**config.mk**
```make
export PLATFORM = sky130hd
export DESIGN_NAME = dock_io_cycle
export DESIGN_NICKNAME = d
export VERILOG_FILES = /design/src/rtl/dock_io_pkg.sv /design/src/rtl/dock_io_cycle.sv
export SDC_FILE = /design/constraint.sdc
export NUM_CORES = 1
export LEC_CHECK = 0
export ABC_AREA = 1
export BUFFER_PORTS_ARGS = -buffer_cell sky130_fd_sc_hd__buf_2
export CORE_MARGIN = 5
export CORE_UTILIZATION = 56
export CTS_BUF_LIST = sky130_fd_sc_hd__clkbuf_4
export DETAILED_ROUTE_END_ITERATION = 10
export PLACE_DENSITY = 0.81
export SLEW_MARGIN = 20
export SYNTH_ARGS = -nofsm -noshare
export SYNTH_HDL_FRONTEND = slang
export SYNTH_SLANG_ARGS = --single-unit
```
**constraint.sdc**
```tcl
create_clock -name clk -period 1.8 [get_ports clk]
set_input_delay 0.36 -clock clk [delete_from_list [all_inputs] [get_ports clk]]
set_output_delay 0.36 -clock clk [all_outputs]
set_load 0.02 [all_outputs]
```
**src/rtl/dock_io_pkg.sv**
```systemverilog
// dock_io_pkg: shared state and error-code definitions for the Dock I/O cycle controller.
package dock_io_pkg;

    typedef enum logic [2:0] {IDLE, SETUP, ACTIVE, DONE, ERR} state_t;

    localparam logic [1:0] ERR_NONE     = 2'b00;
    localparam logic [1:0] ERR_UNMAPPED = 2'b01;
    localparam logic [1:0] ERR_TIMEOUT  = 2'b10;

endpackage

```
**src/rtl/dock_io_cycle.sv**
```systemverilog
// dock_io_cycle: per-request slot chip-select sequencer with timeout and sticky error status.
module dock_io_cycle
    import dock_io_pkg::*;
#(
    parameter int NUM_SLOTS   = 5,
    parameter int WIN_INDEX_W = 4,
    parameter int SETUP_CYC   = 1,
    parameter int TIMEOUT_CYC = 255
) (
    input  logic                   clk,
    input  logic                   rst_n,
    input  logic                   iorq_n,
    input  logic                   win_valid,
    input  logic [WIN_INDEX_W-1:0] win_index,
    input  logic [2:0]             sel_slot,
    input  logic                   is_read,
    input  logic [NUM_SLOTS-1:0]   slot_ready_n,
    input  logic                   clr_err,
    output logic [NUM_SLOTS-1:0]   slot_cs_n,
    output logic                   cyc_read,
    output logic                   cpu_ready,
    output logic                   bus_err,
    output logic                   err_flag,
    output logic [1:0]             err_code,
    output logic [WIN_INDEX_W-1:0] err_win
);

    localparam logic [7:0] SETUP_LAST   = 8'(SETUP_CYC > 0 ? SETUP_CYC - 1 : 0);
    localparam logic [7:0] TIMEOUT_LAST = 8'(TIMEOUT_CYC - 1);

    state_t                 state, nxt;
    logic [7:0]             cnt;
    logic [2:0]             slot, cs_slot;
    logic [WIN_INDEX_W-1:0] win;
    logic                   mapped, ready, err_entry, rdy_d, berr_d;
    logic [NUM_SLOTS-1:0]   cs_d;

    assign mapped = win_valid && 32'(sel_slot) < NUM_SLOTS;
    assign ready  = |(~slot_ready_n & (NUM_SLOTS'(1) << slot));

    always_ff @(posedge clk or negedge rst_n) begin
        if (!rst_n) begin
            state     <= IDLE;
            cnt       <= 8'd0;
            slot      <= 3'd0;
            win       <= '0;
            cyc_read  <= 1'b0;
            slot_cs_n <= '1;
            cpu_ready <= 1'b0;
            bus_err   <= 1'b0;
            err_flag  <= 1'b0;
            err_code  <= ERR_NONE;
            err_win   <= '0;
        end else begin
            state     <= nxt;
            cnt       <= (nxt == state && (state == SETUP || state == ACTIVE)) ? cnt + 8'd1 : 8'd0;
            slot_cs_n <= cs_d;
            cpu_ready <= rdy_d;
            bus_err   <= berr_d;
            if (state == IDLE && !iorq_n) begin
                slot     <= sel_slot;
                win      <= win_index;
                cyc_read <= is_read;
            end
            // a fresh error outranks a coincident clear
            if (err_entry) begin
                err_flag <= 1'b1;
                err_code <= state == IDLE ? ERR_UNMAPPED : ERR_TIMEOUT;
                err_win  <= state == IDLE ? '0 : win;
            end else if (clr_err) begin
                err_flag <= 1'b0;
                err_code <= ERR_NONE;
                err_win  <= '0;
            end
        end
    end

    always_comb begin
        nxt = state;
        case (state)
            IDLE:    if (!iorq_n) nxt = !mapped ? ERR : (SETUP_CYC == 0 ? ACTIVE : SETUP);
            SETUP:   nxt = iorq_n ? IDLE : (cnt == SETUP_LAST ? ACTIVE : SETUP);
            ACTIVE:  nxt = iorq_n ? IDLE : ready ? DONE : (cnt == TIMEOUT_LAST ? ERR : ACTIVE);
            default: if (iorq_n) nxt = IDLE;
        endcase
    end

    // outputs are computed from the next state so the registers track it exactly
    always_comb begin
        cs_slot   = state == IDLE ? sel_slot : slot;
        cs_d      = (nxt == SETUP || nxt == ACTIVE || nxt == DONE) ? ~(NUM_SLOTS'(1) << cs_slot) : '1;
        rdy_d     = nxt == DONE || nxt == ERR;
        berr_d    = nxt == ERR;
        err_entry = nxt == ERR && state != ERR;
    end

endmodule
```
Word level (Yosys, flattened, before mapping)
Index checks and enable logic that the tools add are counted.
{"block": "word_totals", "regBits": 33, "input_bits": 18, "elab_cells": 60}
{"block": "classes", "eq_ne": 9, "n_reduce_logical": 13, "bitwise": 3, "shift": 2, "mux": 20, "addsub": 1, "order_cmp": 1}
{"op": "$mux W3", "count": 7}
{"op": "$mux W4", "count": 3}
{"op": "$mux W2", "count": 5}
{"op": "$not A5 Y5", "count": 2}
{"op": "$shl A1 B3 Y5 const A", "count": 2}
{"op": "$eq A3 B2 Y1 const B", "count": 3}
{"op": "$pmux W3 S3", "count": 1}
{"op": "$add A8 B1 Y8 const B", "count": 1}
{"op": "$eq A8 B8 Y1 const B", "count": 1}
{"op": "$logic_not A8 Y1", "count": 1}
{"op": "$mux W8", "count": 1}
{"op": "$eq A3 B1 Y1 const B", "count": 2}
{"op": "$and A5 B5 Y5", "count": 1}
{"op": "$mux W5", "count": 1}
{"op": "$reduce_or A5 Y1", "count": 1}
{"op": "$logic_and A1 B1 Y1", "count": 4}
{"op": "$logic_or A1 B1 Y1", "count": 4}
{"op": "$eq A3 B3 Y1", "count": 1}
{"op": "$eq A3 B3 Y1 const B", "count": 1}
{"op": "$logic_not A3 Y1", "count": 1}
{"op": "$lt A3 B3 Y1 const B", "count": 1}
{"op": "$ne A3 B3 Y1 const B", "count": 1}
{"op": "$mux W1", "count": 2}
{"op": "$reduce_bool A2 Y1", "count": 1}
{"op": "$logic_not A1 Y1", "count": 1}

Logic depth before layout (Yosys ltp)
{"block": "depth", "depth_word": 10, "ltp_mapped": 12, "mapped_depth_nobuf": 12}

Worst setup path after synthesis
Ideal clock, no wire load.
{"block": "synth_timing", "kind": "reg2reg", "start": "register cnt[0]", "end": "register cnt[2]", "required_time_ps": 1680, "slack_ps": 368, "synth_period_minus_slack_ps": 1432, "setup_time_ps": 120, "t_arrival_ps": 1313, "path_stages_with_launch": 10, "path_cell_list": "dfrtp_1 > inv_1 > ha_1 > nand3_1 > nor2_1 > nand3_1 > nand2_1 > nand4_1 > nand4_4 > nor2_1"}
{"block": "synth_between", "elab_chain_len": 8}
{"item": "start: declaration", "line": "dock_io_cycle.sv:32", "rtl": "logic [7:0] cnt;"}
{"item": "start signal: assignment", "line": "dock_io_cycle.sv:56", "rtl": "cnt <= (nxt == state && (state == SETUP || state == ACTIVE)) ? cnt + 8'd1 : 8'd0;"}
{"item": "$eq A8 B8 Y1", "line": "dock_io_cycle.sv:83", "rtl": "ACTIVE: nxt = iorq_n ? IDLE : ready ? DONE : (cnt == TIMEOUT_LAST ? ERR : ACTIVE);"}
{"item": "$mux W3 (3 in series)", "line": "dock_io_cycle.sv:83"}
{"item": "$pmux W3 S3", "line": "dock_io_cycle.sv:80", "rtl": "case (state)"}
{"item": "$eq A3 B3 Y1", "line": "dock_io_cycle.sv:56"}
{"item": "$logic_and A1 B1 Y1", "line": "dock_io_cycle.sv:56"}
{"item": "$mux W8 *", "line": "dock_io_cycle.sv:56"}
Every way passes the cells marked *; elsewhere a longest branch is shown, timed or not.
A chain may end at the register's enable or synchronous reset.

Worst setup path in the final report
Same ends and word-level chain as after synthesis.

==> impl_metrics.tcl <==
set metrics [dict create \
    ant_nets 0 \
    netlist_instances 193 \
    power.total_mw 2.76 \
    ys_ff_latch 33 \
    syn_area_um2 1650 \
    fin_util 0.704 \
    r2r-end "cnt[2]" \
    io_buffers 32 \
    ys_types 25 \
    crit_fanout 8 \
    fillCellCount 225 \
    core_um2 2780 \
    pre_cts_ws_ns 0.109 \
    gr-usage-all-layers 0.179 \
    die_h_um 64.2 \
    dieArea_um2 4120 \
    drive_gt1_frac 0.309 \
    crit_top_cell "nand3_1" \
    antenna-diode-count 0 \
    clock_latency_ns 0.34 \
    overflow 0 \
    viasPerCell 5.25 \
    drt_pass1_iterations 4 \
    ir_worst_vdd_mv 1.02 \
    worst_pin_slew_ns 0.711 \
    cp_cell_sequence "inv_1, ha_1, nand3_1, nor2_2, nand3_1, nand2_1, nand4_1, nand4_4, nor2_1" \
    leakage_nw 1.01 \
    crit_type "reg -> reg" \
    rsz0062_at_grt "yes" \
    syn_nets 214 \
    rows 19 \
    grt_pass1_wl_mm 5.75 \
    antenna_found_initial 0 \
    fin_nets 256 \
    period_share 0.938 \
    wire_per_inst_um 12.6 \
    grt_max_degree 34 \
    powerDensity_nw_per_um2 1410 \
    start_util 0.592 \
    htreeDepth 2 \
    run_status "finished clean" \
    crit_start "cnt[0]" \
    synth-seq-area-share 0.506 \
    finalSetupViolCount 0 \
    period_needed_ns 1.69 \
    ys_warn_count 0 \
    r2r_slack_ns 0.11 \
    max_stage_delay_ns 0.41 \
    crit_arrival_ns 1.92 \
    startpoint_type "flop" \
    endpoint_kind "flop" \
    dp.cells 256 \
    cts-root-buf "clkbuf_4" \
    path_clk_slew_ns 0.10 \
    fin_ws_ns 0.112 \
    hold_violations 0 \
    finClkSkew_ns 0.00988 \
    dpl.hpwl_mm 2.51 \
    io_pins 33 \
    crit_path_top_delay_cell "dfrtp_1" \
    required_ns 2.03 \
    min_path_type "in -> async" \
    reg2regPathDepth 9 \
    gp_congestion 0.807 \
    fin_hold_ws_ns 0.0614 \
    grt_pass1_vias 1392 \
    avgSynthCellArea_um2 8.53 \
    die_x_um 64.2 \
    cts_tree "built" \
    routed_wirelength_mm 3.38 \
    slew_headroom 0.526 \
    layout.cells.non_filler 267 \
    slew_viol_final 0 \
    drt_iter0_drc 46 \
    syn_to_final_growth_pct 19.0 \
    cap_violations 0 \
    reg2reg_from "cnt[0]" \
    fmax_mhz 592 \
    clockBufferDepth 2 \
    cts_sinks 33 \
    vias 1401 \
    numCtsBuffers 5 \
    drc 0 \
]
worst max-delay path by stage:
| stage | endpoint | slack [ns] | cells past startpoint |
|---|---|---|---|
| floorplan | cnt[2] | 0.37 | 9 |
| global placement | cpu_ready | 0.16 | 9 |
| detailed placement | cpu_ready | 0.11 | 9 |
| CTS | cpu_ready | 0.1 | 9 |
| global route | cnt[7] | -0.03 | 11 |
| finish | cnt[2] | 0.11 | 9 |
flip-flops by register name (all words and copies together) (netlist names):
signal     cells
err_code       2
state          3
cyc_read       1
win            4
slot           3
err_flag       1
cpu_ready      1
slot_cs_n      5
cnt            8
err_win        4
bus_err        1
layer usage:
metal  share of wire  vias up  GRT usage
li1                -      708          -
met1            0.45      660      0.215
met2            0.47       26      0.293
met3           0.051        7     0.0473
met4           0.021        0     0.0916
met5               0        -          0
stage by stage:
| step | cell area (µm²) | TNS, ns |
|---|---|---|
| CTS | 1900 | 0 |
| global route | 1960 | -0.0970 |
| floorplan | 1650 | 0 |
| detailed placement | 1850 | 0 |
| finish | 1960 | 0 |
| global placement | 1850 | 0 |
cells in the final DEF, fill, tap and decap left out, types with 2 or more instances in the layout:
master,n
a22o_1,4
a21oi_1,2
xor2_1,5
ha_1,2
nor2_1,13
nand4_4,2
buf_2,32
nand2_1,47
nand4_1,9
clkinv_2,2
nand3_1,16
nand2_2,2
inv_1,22
buf_4,5
nor3_1,5
o21ai_0,8
nor2_2,11
dfstp_2,5
dfrtp_1,28
clkbuf_4,6
inv_2,2
power by group:
part	internal (mW)	total (mW)	leakage, nW	switching, mW
registers	0.945	1.06	0.424	0.115
logic	0.423	1.30	0.548	0.877
clock network	0.163	0.404	0.0354	0.241
critical path: cells and delay by family, from the launching register on:
family / cells / cell delay [ns]
simple gates: 7 / 0.89
fa+ha+maj: 1 / 0.17
flops: 1 / 0.41
buf+inv: 1 / 0.11
kinds of logic after synthesis:
family | share of synthesized area
adder cells (fa/ha/maj) | 0.0228
AO/OA/AOI/OAI | 0.0547
flip-flops | 0.506
XOR/XNOR | 0.0319
AND/OR/NAND/NOR | 0.320
buffers and inverters | 0.0646
cell usage after synthesis, drive strengths merged:
library cell	count	area (µm²)
nand2	50	200
dfrtp	28	701
inv	25	96.4
nor2	25	109
nand3	17	90.1
nand4	12	103
o21ai	9	45.0
dfstp	5	131
nor3	5	25.0
xor2	5	43.8
a22o	4	35.0
ha	3	37.5
a21oi	2	10.0
buf	2	10.0
xnor2	1	8.76
final cells by class:
cell class,instances,area [µm²],share of cell area
Clock buffer,6,45.0,0.0230
Clock inverter,2,10.0,0.00511
Inverter,25,96.3,0.0492
Multi-Input combinational cell,133,738,0.377
Sequential cell,33,832,0.425
Tap cell,31,38.8,0.0198
Timing Repair Buffer,37,198,0.101
what timing repair did:
action                     4_1_cts  5_1_grt
hold buffers                     0        0
setup endpoints to repair        0        8
buffers inserted                 0        3
resized for setup                0       10
No activity file was read; power rests on OpenSTA's default activity.
